### src/rtl/reset_ctrl_if.sv
// Reset controller signal bundle: asynchronous reset sources in, sequenced resets and status out.
// The controller side (master) drives the resets; the system side (slave) supplies the triggers.
interface reset_ctrl_if;
    logic       pll_locked_i;
    logic       ext_btn_ni;
    logic       sw_rst_req_i;
    logic       rst_periph_no;
    logic       rst_core_no;
    logic [3:0] rst_cause_o;
    logic       ready_o;

    modport master (
        input  pll_locked_i, ext_btn_ni, sw_rst_req_i,
        output rst_periph_no, rst_core_no, rst_cause_o, ready_o
    );

    modport slave (
        output pll_locked_i, ext_btn_ni, sw_rst_req_i,
        input  rst_periph_no, rst_core_no, rst_cause_o, ready_o
    );
endinterface

### src/rtl/reset_ctrl.sv
// Reset sequencer: synchronizes/debounces reset sources, then releases peripheral and core
// resets in a staggered order and records which source caused the most recent reset.
module reset_ctrl #(
    parameter int SYNC_STAGES     = 2,
    parameter int DEBOUNCE_CYCLES = 1024,
    parameter int HOLD_CYCLES     = 16,
    parameter int STAGGER_CYCLES  = 8
) (
    input  logic         clk_i,
    input  logic         rst_ni,
    reset_ctrl_if.master io
);

    if (SYNC_STAGES < 2) begin : g_bad_sync
        $fatal(1, "reset_ctrl: SYNC_STAGES must be >= 2");
    end
    if (DEBOUNCE_CYCLES < 2) begin : g_bad_debounce
        $fatal(1, "reset_ctrl: DEBOUNCE_CYCLES must be >= 2");
    end
    if (HOLD_CYCLES < 1) begin : g_bad_hold
        $fatal(1, "reset_ctrl: HOLD_CYCLES must be >= 1");
    end
    if (STAGGER_CYCLES < 1) begin : g_bad_stagger
        $fatal(1, "reset_ctrl: STAGGER_CYCLES must be >= 1");
    end

    // HOLD and REL_PERIPH never overlap, so one counter serves both.
    localparam int CNT_MAX = (HOLD_CYCLES > STAGGER_CYCLES) ? HOLD_CYCLES : STAGGER_CYCLES;
    localparam int CNT_W   = $clog2(CNT_MAX + 1);
    localparam int DB_W    = $clog2(DEBOUNCE_CYCLES + 1);

    localparam logic [CNT_W-1:0] HOLD_LAST    = CNT_W'(HOLD_CYCLES - 1);
    localparam logic [CNT_W-1:0] STAGGER_LAST = CNT_W'(STAGGER_CYCLES - 1);
    localparam logic [DB_W-1:0]  DB_LAST      = DB_W'(DEBOUNCE_CYCLES - 1);

    typedef enum logic [1:0] {
        ASSERT     = 2'd0,
        HOLD       = 2'd1,
        REL_PERIPH = 2'd2,
        RUN        = 2'd3
    } state_e;

    // ---------------- input synchronizers ----------------
    logic [SYNC_STAGES-1:0] lock_sync_q;
    logic [SYNC_STAGES-1:0] btn_sync_q;
    logic                   lock_s;
    logic                   btn_s;

    always_ff @(posedge clk_i or negedge rst_ni) begin
        if (!rst_ni) begin
            lock_sync_q <= '0;
            btn_sync_q  <= '1;
        end else begin
            lock_sync_q <= {lock_sync_q[SYNC_STAGES-2:0], io.pll_locked_i};
            btn_sync_q  <= {btn_sync_q[SYNC_STAGES-2:0], io.ext_btn_ni};
        end
    end

    assign lock_s = lock_sync_q[SYNC_STAGES-1];
    assign btn_s  = btn_sync_q[SYNC_STAGES-1];

    // ---------------- button debounce ----------------
    logic [DB_W-1:0] db_cnt_q;
    logic            btn_db_q;

    always_ff @(posedge clk_i or negedge rst_ni) begin
        if (!rst_ni) begin
            db_cnt_q <= '0;
            btn_db_q <= 1'b1;
        end else if (btn_s == btn_db_q) begin
            db_cnt_q <= '0;
        end else if (db_cnt_q == DB_LAST) begin
            btn_db_q <= btn_s;
            db_cnt_q <= '0;
        end else begin
            db_cnt_q <= db_cnt_q + DB_W'(1);
        end
    end

    // ---------------- triggers ----------------
    logic pll_loss;
    logic btn_trig;
    logic sw_trig;
    logic any_trig;

    assign pll_loss = ~lock_s;
    assign btn_trig = ~btn_db_q;
    assign sw_trig  = io.sw_rst_req_i;
    assign any_trig = pll_loss | btn_trig | sw_trig;

    // ---------------- sequencing FSM ----------------
    state_e           state_q, state_d;
    logic [CNT_W-1:0] cnt_q, cnt_d;
    logic             rst_periph_q;
    logic             rst_core_q;
    logic [3:0]       cause_q;

    always_comb begin
        state_d = state_q;
        cnt_d   = cnt_q;
        case (state_q)
            // A software pulse while already in reset has nothing to add, so only
            // the level-type sources keep us here.
            ASSERT: begin
                cnt_d = '0;
                if (!pll_loss && !btn_trig) state_d = HOLD;
            end
            HOLD: begin
                if (any_trig) begin
                    state_d = ASSERT;
                    cnt_d   = '0;
                end else if (cnt_q == HOLD_LAST) begin
                    state_d = REL_PERIPH;
                    cnt_d   = '0;
                end else begin
                    cnt_d = cnt_q + CNT_W'(1);
                end
            end
            REL_PERIPH: begin
                if (any_trig) begin
                    state_d = ASSERT;
                    cnt_d   = '0;
                end else if (cnt_q == STAGGER_LAST) begin
                    state_d = RUN;
                    cnt_d   = '0;
                end else begin
                    cnt_d = cnt_q + CNT_W'(1);
                end
            end
            RUN: begin
                cnt_d = '0;
                if (any_trig) state_d = ASSERT;
            end
            default: begin
                state_d = ASSERT;
                cnt_d   = '0;
            end
        endcase
    end

    // Reset outputs are decoded from the next state so they change on the transition edge.
    always_ff @(posedge clk_i or negedge rst_ni) begin
        if (!rst_ni) begin
            state_q      <= ASSERT;
            cnt_q        <= '0;
            rst_periph_q <= 1'b0;
            rst_core_q   <= 1'b0;
            cause_q      <= 4'b0001;
        end else begin
            state_q      <= state_d;
            cnt_q        <= cnt_d;
            rst_periph_q <= (state_d == REL_PERIPH) || (state_d == RUN);
            rst_core_q   <= (state_d == RUN);
            if ((state_q != ASSERT) && (state_d == ASSERT))
                cause_q <= {sw_trig, btn_trig, pll_loss, 1'b0};
        end
    end

    assign io.rst_periph_no = rst_periph_q;
    assign io.rst_core_no   = rst_core_q;
    assign io.rst_cause_o   = cause_q;
    assign io.ready_o       = (state_q == RUN);

endmodule

### src/flat_wrapper.sv
// flat-port wrapper written by rule: the top's interface ports become plain ports
module reset_ctrl_flat 
#(
    parameter int SYNC_STAGES     = 2,
    parameter int DEBOUNCE_CYCLES = 1024,
    parameter int HOLD_CYCLES     = 16,
    parameter int STAGGER_CYCLES  = 8
)
  (clk_i, rst_ni, io_pll_locked_i, io_ext_btn_ni, io_sw_rst_req_i, io_rst_periph_no, io_rst_core_no, io_rst_cause_o, io_ready_o);
  reset_ctrl_if io_i ();
  input  logic clk_i;
  input  logic rst_ni;
  input wire logic [$bits(io_i.pll_locked_i)-1:0] io_pll_locked_i;
  input wire logic [$bits(io_i.ext_btn_ni)-1:0] io_ext_btn_ni;
  input wire logic [$bits(io_i.sw_rst_req_i)-1:0] io_sw_rst_req_i;
  output wire logic [$bits(io_i.rst_periph_no)-1:0] io_rst_periph_no;
  output wire logic [$bits(io_i.rst_core_no)-1:0] io_rst_core_no;
  output wire logic [$bits(io_i.rst_cause_o)-1:0] io_rst_cause_o;
  output wire logic [$bits(io_i.ready_o)-1:0] io_ready_o;
  assign io_i.pll_locked_i = io_pll_locked_i;
  assign io_i.ext_btn_ni = io_ext_btn_ni;
  assign io_i.sw_rst_req_i = io_sw_rst_req_i;
  assign io_rst_periph_no = io_i.rst_periph_no;
  assign io_rst_core_no = io_i.rst_core_no;
  assign io_rst_cause_o = io_i.rst_cause_o;
  assign io_ready_o = io_i.ready_o;
  reset_ctrl #(.SYNC_STAGES(SYNC_STAGES), .DEBOUNCE_CYCLES(DEBOUNCE_CYCLES), .HOLD_CYCLES(HOLD_CYCLES), .STAGGER_CYCLES(STAGGER_CYCLES)) u_core (.clk_i(clk_i), .rst_ni(rst_ni), .io(io_i));
endmodule
### config.mk
export PLATFORM = sky130hd
export DESIGN_NAME = reset_ctrl_flat
export DESIGN_NICKNAME = d
export VERILOG_FILES = /design/src/rtl/reset_ctrl_if.sv /design/src/rtl/reset_ctrl.sv /design/src/flat_wrapper.sv
export SDC_FILE = /design/constraint.sdc
export NUM_CORES = 1
export LEC_CHECK = 0
export CAP_MARGIN = 20
export CORE_UTILIZATION = 55
export CTS_BUF_LIST = sky130_fd_sc_hd__clkbuf_4 sky130_fd_sc_hd__clkbuf_8 sky130_fd_sc_hd__clkbuf_16
export CTS_CLUSTER_DIAMETER = 60
export DETAILED_ROUTE_END_ITERATION = 6
export HOLD_SLACK_MARGIN = 0.08
export PLACE_DENSITY = 0.87
export SETUP_SLACK_MARGIN = 0.3
export SYNTH_ARGS = -nofsm -noshare
export SYNTH_HDL_FRONTEND = slang
export SYNTH_SLANG_ARGS = --single-unit
### constraint.sdc
create_clock -name clk_i -period 2 [get_ports clk_i]
set_input_delay 0.4 -clock clk_i [delete_from_list [all_inputs] [get_ports clk_i]]
set_output_delay 0.4 -clock clk_i [all_outputs]
set_load 0.02 [all_outputs]
### Yosys cells after proc, flatten, opt, wreduce, memory -nomap -nowiden

Cells that the tools add are included.

| word-level totals | value |
|---|---|
| flip-flop bits (word level) | 29 |
| bits of input ports | 5 |
| output and inout port bits | 7 |
| logic and storage cells | 47 |

| cells by class | value |
|---|---|
| add/sub/neg operators | 2 |
| equality and inequality tests | 9 |
| muxes and demuxes | 14 |
| bitwise operators | 5 |
| reductions and logical operators | 8 |

Operator list:

| kind | number |
|---|---|
| two-way mux 11 bit | 2 |
| two-way mux 5 bit | 4 |
| case mux 5 bit (3 select lines) | 1 |
| two-way mux 2 bit | 6 |
| adder 11 x 1 -> 11 bit (second input constant) | 1 |
| equality test 11 x 10 -> 1 bit (second input constant) | 1 |
| equality test 2 bit (second input constant) | 4 |
| case mux 2 bit (4 select lines) | 1 |
| adder 5 x 1 -> 5 bit (second input constant) | 1 |
| equality test 5 x 3 -> 1 bit (second input constant) | 1 |
| equality test 5 x 4 -> 1 bit (second input constant) | 1 |
| logical NOT 2 bit | 2 |
| inverter 1 bit | 3 |
| equality test 2 x 1 -> 1 bit (second input constant) | 1 |
| logical AND 1 bit | 2 |
| bitwise OR 1 bit | 2 |
| AND reduction 2 bit | 1 |
| nonzero test 2 bit | 1 |
| OR reduction 2 bit | 1 |
| equality test 1 bit | 1 |
| logical OR 1 bit | 1 |

### Logic depth before layout (Yosys ltp)

Gate-level depths: netlist of run 1.

| depth | value |
|---|---|
| word-level depth | 7 |
| depth in mapped cells | 7 |
| gate-level depth less buffers | 7 |

### Least setup slack after synthesis of run 1

OpenSTA, ideal clock, no wires.

| timing path | value |
|---|---|
| path type | reg2reg |
| start point | register u_core.cnt_q[0] |
| end point | register u_core.cnt_q[1] |
| library setup time | 0.089 ns |
| arrival | 1.457 ns |
| data required time | 1.911 ns |
| setup slack | 0.454 ns |
| stages on the path, launching flop included | 8 |
| buffers on the path | 0 |
| clock period less this slack | 1.546 ns |
| path through | dfrtp_1 > ha_1 > nand3_1 > inv_1 > ha_1 > nor3b_1 > a21oi_1 > nor3b_1 |

| on the way | value |
|---|---|
| word-level cells in the longest chain between the ends | 4 |
| elaborated cells on any way between the ends | 8 |
| classes of those cells | 1 x add/sub; 2 x eq/ne; 5 x mux |

Ends and longest elaborated chain:

| item | line | source |
|---|---|---|
| start, declared | reset_ctrl.sv:93 | `logic [CNT_W-1:0] cnt_q, cnt_d;` |
| start signal, assigned | reset_ctrl.sv:151 | `cnt_q <= cnt_d;` |
| adder 5 x 1 -> 5 bit (tied with other cells) | reset_ctrl.sv:116, reset_ctrl.sv:127 |  |
| two-way mux 5 bit (on tied branches) | reset_ctrl.sv:123, reset_ctrl.sv:112 |  |
| two-way mux 5 bit (on tied branches) | reset_ctrl.sv:120, reset_ctrl.sv:109 |  |
| case mux 5 bit (3 select lines) * | reset_ctrl.sv:101 | `case (state_q)` |
| named net u_core.cnt_d[1] | reset_ctrl.sv:93 |  |

Mark *: on every way through the listed nets, which the timed path passes. The rest lies on a longest branch.
A chain may end at the register's enable or synchronous reset.

### Worst setup path in the final report of run 1

| timing path | value |
|---|---|
| start point | register u_core.state_q[1] |
| end point | output io_ready_o |

| on the way | value |
|---|---|
| word-level cells in the longest chain between the ends | 1 |

Ends and longest elaborated chain:

| item | line | source |
|---|---|---|
| start, declared | reset_ctrl.sv:92 | `state_e state_q, state_d;` |
| start signal, assigned | reset_ctrl.sv:150 | `state_q <= state_d;` |
| equality test 2 bit | reset_ctrl.sv:162 | `assign io.ready_o = (state_q == RUN);` |
| end, declared | flat_wrapper.sv:19 | `output wire logic [$bits(io_i.ready_o)-1:0] io_ready_o;` |

Every way passes these cells.

==> summary.md, run 1 <==
| Metric | Value |
|---|---|
| Detailed Route WL | between 2000 and 2500 microns |
| Post-Syn Area per Cell | between 10 and 15 sq um |
| Proportion of synthesized flip-flops having asynchronous set or reset | 1.000 |
| Switching fraction of total power | 0.2130 |
| Summed area of non-filler cells in the final layout | 0.001560 sq mm |
| Pre-CTS WS | 0.2830 ns |
| Die width | 50.43 microns |
| Height of the chip | 50.43 microns |
| Max Root-Sink Buffers | 2 |
| Via density per instance | 5.636 |
| Post-synthesis register bit count | 29 |
| Cell variety after synth | 35 |
| Clk Latency, worst-skew pair | between 0.3 and 0.4 ns |
| Area occupied by multi-input gates | 558.0 sq um |
| FMAX | about 610 MHz |
| Top-area cell type share of the netlist area | 0.4850 |
| Data arrival time of the critical path | approximately 1.3 ns |
| Worst min path class | flip-flop to flip-flop |
| Number of enable-type register cells in the synthesized netlist | 0 |
| Total number of placement rows | 17 |
| Final Hold Fails | 0 |
| Critical setup path kind | flip-flop to output port |
| Actual transition at the worst max-transition pin | between 0.3 and 0.4 ns |
| Top-Level Pins | 12 |
| Port buffer count | 11 |
| Final period demand of the worst path | 1.649 ns |
| Switching pwr | 0.2154 mW |
| Area growth from synthesis to layout | 20.95% |
| Remaining global-route overflow | 0 |
| Leakage power | 0.7117 nW |
| Setup ws final | 0.3507 ns |
| Routed via count | 930 |
| Most instantiated flip-flop cell in the synthesis netlist | sky130_fd_sc_hd__dfrtp_1 |
| Layout filler cell count | 160 |
| IR Drop Worst-Case VDD | 0.0004804 V |
| Worst-case headroom to the max-slew limit | 0.7383 |
| Slew Limit Fails | 0 |
| TritonCTS Buffers | 5 |
| CP required | 1.60 ns |
| Fin nets | 146 |
| Share of final-layout standard cells stronger than drive strength 1 | 0.2044 |
| Clock group share of total power | 0.357 |
| Sequential Power Share | 0.600 |
| Antenna violation net count after detailed routing | 0 |
| Ratio of final minimum period to clock period | 0.8246 |
| Cell at the root of the clock tree | sky130_fd_sc_hd__clkbuf_4 |
| Via count of the first global-routing pass | 843 |
| Total iterations of the first detailed-routing run | 4 |
| Final core area utilization | 0.7053 |
| Leading post-synthesis cells by cell area | sky130_fd_sc_hd__dfrtp_1 48%, sky130_fd_sc_hd__dfstp_2 8.1%, sky130_fd_sc_hd__ha_1 3.9%, sky130_fd_sc_hd__o21ai_0 3.1%, sky130_fd_sc_hd__a21oi_1 2.7% |
| Final total power | just over 1 mW |
| WL/cell | 13.32 microns |
| Crit. End Element | output port |
| Max-cap check violation count | 0 |
| Placed cell areas | 0.001443 sq mm |
| Net Count, Synth | 123 |
| Critical-path maximum fanout | 7 |
| Iteration-0 DRC Markers | 20 |
| Wire length of the first global-routing pass | around 3700 microns |
| P per Cell Area | 648.1 mW/mm^2 |
| Int Pwr | 0.7959 mW |
| DRC errors left | 0 |
| Count of hold-fix buffers inserted at cts | 0 |
| Number of antenna violations at the first check in global routing | 0 |
| Initial Util | 0.5831 |
| Final HPWL from detailed placement | 1513 microns |
| Maximum level of the CTS H-tree | 2 |
| Clock sink count | 29 |
| Clock-pin slew on the worst setup and hold paths | approximately 0.080 ns |
| GRT Total Usage | 0.1999 |
| Setup repair after global routing missed its margin | no |
| Area of the mapped netlist | 0.001290 sq mm |
| Power share of the combinational group | 0.043 |
| Result of the run | complete, no violations |
| Setup Viol. Count Final | 0 |
| Largest net degree at the start of global routing | 30 |
| Cells after Synth | 114 |
| FF+latch area | ~730 sq um |
| Type of origin of the critical path | flip-flop |
| Diode count | 0 |
| TritonCTS clock tree | done |
| Die Outline Area | 0.002543 sq mm |
| Worst clock skew on the final layout | around 0.0055 ns |
| Biggest area consumer among synthesized cells | sky130_fd_sc_hd__dfrtp_1 |
| Total Neg Setup Slack | 0 ns |
| Proportion of synthesized chip area in sequential cells | 0.5664 |
| Core footprint | 0.002212 sq mm |
| Final GP Congestion | 0.7779 |
| Number of synthesis warnings | 0 |
==> flip-flops by register name (all words and copies together), names as in the netlist <==
name and count:
u_core.io.rst_periph_no 1, u_core.btn_db_q 1, u_core.state_q 2, u_core.db_cnt_q 11, u_core.cnt_q 5, u_core.btn_sync_q 2
u_core.io.rst_cause_o 4, u_core.lock_sync_q 2, u_core.io.rst_core_no 1
==> final cells by class <==
type / count / share of cell area
Clock buffer: 7 / 0.03769
Inverter: 6 / 0.01443
Timing Repair Buffer: 16 / 0.09783
Tap cell: 28 / 0.02245
Sequential cell: 29 / 0.4699
Multi-Input combinational cell: 79 / 0.3577
==> critical path, stage by stage (launching register included) <==
cell and delay (ns):
sky130_fd_sc_hd__dfrtp_2 0.45, sky130_fd_sc_hd__and2_1 0.16, sky130_fd_sc_hd__dlygate4sd2_1 0.31
==> per-stage QoR <==
stage | cells | hold slack [ns]
6_report | 165 | 0.3562
3_3_place_gp | 154 | 0.3369
2_1_floorplan | 114 | 0.1044
3_5_place_dp | 154 | 0.3372
4_1_cts | 161 | 0.3551
5_1_grt | 165 | 0.3574
==> layer usage <==
metal	vias up	track usage	part of all wire
met5	-	0	0
met4	0	0.09722	0.020
met3	7	0.07879	0.064
met2	21	0.3044	0.49
met1	450	0.2475	0.43
li1	452	-	-
==> cells in the mapped netlist (2+ instances only) <==
cell type                  number
sky130_fd_sc_hd__nor2_1         9
sky130_fd_sc_hd__a21oi_1        7
sky130_fd_sc_hd__nor3_1         5
sky130_fd_sc_hd__and2_1         2
sky130_fd_sc_hd__nor3b_1        2
sky130_fd_sc_hd__nand4_1        2
sky130_fd_sc_hd__nand3_1        5
sky130_fd_sc_hd__nand3b_1       3
sky130_fd_sc_hd__dfstp_2        4
sky130_fd_sc_hd__xor2_1         3
sky130_fd_sc_hd__xnor2_1        2
sky130_fd_sc_hd__inv_1          6
sky130_fd_sc_hd__ha_1           4
sky130_fd_sc_hd__or3_1          3
sky130_fd_sc_hd__nand2b_1       2
sky130_fd_sc_hd__nand2_1        5
sky130_fd_sc_hd__dfrtp_1       25
sky130_fd_sc_hd__o21ai_0        8
==> power groups by stage <==
stage / clock network [mW] / registers [mW] / logic, mW
floorplan: 0 / 0.618 / 0.0157
global placement: 0 / 0.618 / 0.0414
detailed placement: 0 / 0.619 / 0.0426
CTS: 0.374 / 0.607 / 0.0430
global route: 0.392 / 0.609 / 0.0513
finish: 0.361 / 0.607 / 0.0433
==> timing repair <==
action | CTS | global route
buffers inserted | 0 | 4
pin swaps | 2 | 4
setup endpoints to repair | 7 | 19
gates resized for setup | 6 | 6
==> cell usage in the layout (no fill, tap or decap), drive strengths merged, types with 2 or more instances in the layout <==
cell and count:
nor2 9, o21ai 8, buf 5, dlygate4sd2 2, dfstp 4, nor3b 2
ha 4, nand2 5, nand3b 3, a21oi 7, o31ai 2, clkbuf 7
nor3 5, nand2b 2, clkdlybuf4s50 6, nand3 6, dfrtp 25, or3 3
and2 2, inv 6, xor2 4, xnor2 2, nand4 2, dlymetal6s2s 3
==> kinds of logic (layout without fill, tap and decap cells) <==
logic type | Yosys count | after routing | share of synthesized area
flops | 29 | 29 | 0.5664
fa+ha+maj | 4 | 4 | 0.03880
mux | 1 | 1 | 0.008729
xor+xnor | 6 | 6 | 0.04657
buf+inv | 6 | 29 | 0.01746
compound gates | 24 | 24 | 0.1290
simple gates | 44 | 44 | 0.1930
==> path summary, 6_finish.rpt <==
| check | endpoint | cells after the start | from | slack [ns] |
|---|---|---|---|---|
| max in group asynchronous | u_core.btn_sync_q[0]$_DFF_PN1_ | 2 | rst_ni | 1.25 |
| worst max register to register | u_core.cnt_q[0]$_DFF_PN0_ | 7 | u_core.cnt_q[0]$_DFF_PN0_ | 0.41 |
| worst max-delay path | io_ready_o | 2 | u_core.state_q[1]$_DFF_PN0_ | 0.35 |
| worst min register to register | u_core.lock_sync_q[1]$_DFF_PN0_ | 0 | u_core.lock_sync_q[0]$_DFF_PN0_ | 0.36 |
| worst min-delay path | u_core.lock_sync_q[1]$_DFF_PN0_ | 0 | u_core.lock_sync_q[0]$_DFF_PN0_ | 0.36 |
| min in group asynchronous | u_core.io.rst_core_no$_DFF_PN0_ | 2 | rst_ni | 0.44 |
(Power assumes the default switching activity.)
==> run 2: changes to the inputs <==
==> constraint.sdc (replaced) <==
create_clock -name clk_i -period 1.6 [get_ports clk_i]
set_input_delay 0.32 -clock clk_i [delete_from_list [all_inputs] [get_ports clk_i]]
set_output_delay 0.32 -clock clk_i [all_outputs]
set_load 0.02 [all_outputs]
==> run 2 against run 1 <==
Flip-flop and latch count unchanged. Via count rose by 13%. Clock power rose by 38%. Wire length grew 34%. First-iteration DRC count is 50% higher. Clock skew rose by 0.011 ns. Critical path type is now flip-flop to flip-flop. Largest cell class unchanged. Largest power group unchanged.
==> summary.md, run 2 (same netlist as run 1, synthesis figures left out) <==
| Metric | Value |
|---|---|
| Result of the run | complete, no violations |
| Crit-path max cell delay | 0.42 ns (-0.03 ns) |
| Die width | 50.43 microns (unchanged) |
| FF+latch area | 732.0 sq um (-0.17%) |
| Diode count | 0 (unchanged) |
| Clock-pin slew on the worst setup and hold paths | 0.08 ns (about the same) |
| Slew Limit Fails | 0 (unchanged) |
| Ratio of final minimum period to clock period | 0.9116 |
| P per Cell Area | 750.9 mW/mm^2 (+16%) |
| Iteration-0 DRC Markers | 30 (+50%) |
| Crit path buf inv count | 1 (unchanged) |
| Height of the chip | 50.43 microns (unchanged) |
| Top Usage Layer GRT | met2 |
| Destination of the worst hold path | u_core.lock_sync_q[1]$_DFF_PN0_ |
| Port buffer count | 11 (unchanged) |
| Max Root-Sink Buffers | 2 (unchanged) |
| FMAX | approximately 690 MHz |
| Worst hold path cell count | 0 (unchanged) |
| Final Hold Fails | 0 (unchanged) |
| Share of final-layout standard cells stronger than drive strength 1 | 0.4145 (+0.2101) |
| Power share of the combinational group | 0.061 (+0.018) |
| Met1 Resource Use GR | 0.3286 (+0.08114) |
| Largest register by flop count | u_core.db_cnt_q |
| Number of antenna violations at the first check in global routing | 0 (unchanged) |
| Type of origin of the critical path | flip-flop |
| Count of hold-fix buffers inserted at cts | 0 (unchanged) |
| Summed area of non-filler cells in the final layout | 0.001784 sq mm (+14%) |
| IR Drop Worst-Case VDD | 0.0007110 V (+48%) |
| Placed cell areas | 0.001496 sq mm (+3.7%) |
| Worst reg-to-reg path cell count | 7 (unchanged) |
| Ordered cell list for the critical path | ha_4, nand3_4, inv_4, ha_4, nor3b_4, a21oi_4, nor3b_2 |
| Clock group share of total power | 0.372 (+0.015) |
| Max-cap check violation count | 0 (unchanged) |
| Hold wc startpoint | u_core.lock_sync_q[0]$_DFF_PN0_ |
| Beginning of the worst register-to-register path | u_core.cnt_q[0]$_DFF_PN0_ |
| Capture point of the worst reg-to-reg path | u_core.cnt_q[1]$_DFF_PN0_ |
| Initial Util | 0.5831 (unchanged) |
| Final total power | 1.340 mW (+32%) |
| Die Outline Area | 0.002543 sq mm (unchanged) |
| Final period demand of the worst path | between 1 and 1.5 ns |
| Setup Viol. Count Final | 0 (unchanged) |
| Layout filler cell count | 123 (-23%) |
| Worst-case headroom to the max-slew limit | 0.7035 (-0.03472) |
| Data arrival time of the critical path | 1.70 ns (+0.45 ns) |
| Worst hold slack | 0.3513 ns (-0.004884 ns) |
| Maximum level of the CTS H-tree | 2 (unchanged) |
| Area occupied by multi-input gates | 681.9 sq um (+22%) |
| Sequential Power Share | 0.568 (-0.032) |
| Worst min path class | flip-flop to flip-flop |
| Via density per instance | 5.850 (+3.8%) |
| Detailed Route WL | 2943 microns (+34%) |
| Final HPWL from detailed placement | 1666 microns (+10%) |
| Largest register FFs | 11 (unchanged) |
| Fin nets | 160 (+9.6%) |
| Int Pwr | 1.037 mW (+30%) |
| Flop2flop setup slack | 0.14 ns (-0.27 ns) |
| Leakage power | 0.7417 nW (+4.2%) |
| Crit-path slowest cell | sky130_fd_sc_hd__dfrtp_1 |
| Total Neg Setup Slack | 0 ns (unchanged) |
| Clock sink count | 29 (unchanged) |
| Remaining global-route overflow | 0 (unchanged) |
| Most numerous cell on the critical path | sky130_fd_sc_hd__ha_4 |
| Timing startpoint of the critical path | u_core.cnt_q[0]$_DFF_PN0_ |
| Crit. End Element | flip-flop |
| Total iterations of the first detailed-routing run | 4 (unchanged) |
| Core footprint | 0.002212 sq mm (unchanged) |
| Critical-path maximum fanout | 3 (-4) |
| Antenna violation net count after detailed routing | 0 (unchanged) |
| Switching fraction of total power | 0.2264 (+0.01338) |
| Setup repair after global routing missed its margin | yes |
| Commonest cells after routing, fill and taps aside | 24 x sky130_fd_sc_hd__dfrtp_1, 17 x sky130_fd_sc_hd__buf_4, 8 x sky130_fd_sc_hd__o21ai_0 |
| TritonCTS Buffers | 5 (unchanged) |
| Clk Latency, worst-skew pair | 0.34 ns (+0.02 ns) |
| CP required | 1.84 ns (+0.24 ns) |
| DRC errors left | 0 (unchanged) |
| GRT Total Usage | 0.2560 (+0.05617) |
| Final core area utilization | 0.8066 (+0.1012) |
| GR met2 Demand/Resource | 0.3956 (+0.09111) |
| Wire length of the first global-routing pass | 4623 microns (+26%) |
| Via count of the first global-routing pass | 1,009 (+20%) |
| Most common cell after layout, fill and taps aside | sky130_fd_sc_hd__dfrtp_1 |
| TritonCTS clock tree | done |
| Worst clock skew on the final layout | 0.01622 ns (+0.01076 ns) |
| Routed via count | 1,053 (+13%) |
| Total number of placement rows | 17 (unchanged) |
| Top-Level Pins | 12 (unchanged) |
| Area growth from synthesis to layout | 38.31% |
| Largest net degree at the start of global routing | 30 (unchanged) |
| Final GP Congestion | 0.7824 (+0.58%) |
| Actual transition at the worst max-transition pin | 0.4400 ns (+0.05154 ns) |
| Kind of cell adding the most delay to the critical path | simple AND/OR/NAND/NOR gates |
| WL/cell | 16.35 microns (+23%) |
| Cell at the root of the clock tree | sky130_fd_sc_hd__clkbuf_4 |
| Critical setup path kind | flip-flop to flip-flop |
| M3 GR Usage | 0.07576 (-0.003030) |
| Switching pwr | 0.3033 mW (+41%) |
[run 2: cell count changes in the layout (fill, tap and decap cells not counted), moves of 3 or more]
| cell | change |
|---|---|
| sky130_fd_sc_hd__dlymetal6s2s_1 | -3 |
| sky130_fd_sc_hd__nor2_2 | +3 |
| sky130_fd_sc_hd__buf_6 | +4 |
| sky130_fd_sc_hd__a21oi_1 | -3 |
| sky130_fd_sc_hd__buf_2 | +4 |
| sky130_fd_sc_hd__ha_4 | +3 |
| sky130_fd_sc_hd__buf_4 | +12 |
| sky130_fd_sc_hd__nor2_1 | -4 |
[run 2: metrics by stage]
step / setup WS (ns) / cells
floorplan: 0.1694 / 114
global placement: 0.09424 / 157
detailed placement: -0.01218 / 157
CTS: 0.1572 / 177
global route: 0.09963 / 180
finish: 0.1415 / 180
[run 2: how the worst max path moves through the flow]
stage                     slack [ns]                            to  cells after the start
final                           0.14     u_core.cnt_q[1]$_DFF_PN0_                      7
after global routing             0.1     u_core.cnt_q[1]$_DFF_PN0_                      7
after CTS                       0.16     u_core.cnt_q[1]$_DFF_PN0_                      7
after floorplan                 0.17   u_core.btn_db_q$_DFFE_PN1P_                      4
after detailed placement       -0.01  u_core.db_cnt_q[2]$_DFF_PN0_                      4
after global placement          0.09   u_core.btn_db_q$_DFFE_PN1P_                      4
[run 2: layer usage]
layer  vias up  routed length, microns
met4         0                      61
met3         8                     158
met1       532                    1287
met2        29                    1436
li1        484                       -
met5         -                       0
[run 2: power by group through the flow]
stage,registers [mW],logic [mW],clock network (mW)
6_report,0.760,0.0811,0.498
3_5_place_dp,0.774,0.0547,0
4_1_cts,0.760,0.0720,0.503
2_1_floorplan,0.772,0.0200,0
3_3_place_gp,0.772,0.0525,0
5_1_grt,0.762,0.0911,0.543
[run 2: area by class of cell]
cell class                 instances  share of cell area
sequential                        29              0.4102
multi-input combinational         79              0.3822
timing repair buffer              30              0.1367
clock buffer                       8             0.03717
tap                               28             0.01964
inverter                           6             0.01403
[run 2: repair_timing]
action,in CTS,in global routing
hold endpoints to repair,0,0
resized for setup,40,17
endpoints found under the setup margin,25,23
pin swaps,10,2
buffers inserted,12,3
[run 2: worst reg2reg max path, cell delays in order (launching register included)]
cell,delay (ns)
sky130_fd_sc_hd__dfrtp_1,0.42
sky130_fd_sc_hd__ha_4,0.18
sky130_fd_sc_hd__nand3_4,0.09
sky130_fd_sc_hd__inv_4,0.04
sky130_fd_sc_hd__ha_4,0.17
sky130_fd_sc_hd__nor3b_4,0.24
sky130_fd_sc_hd__a21oi_4,0.07
sky130_fd_sc_hd__nor3b_2,0.17
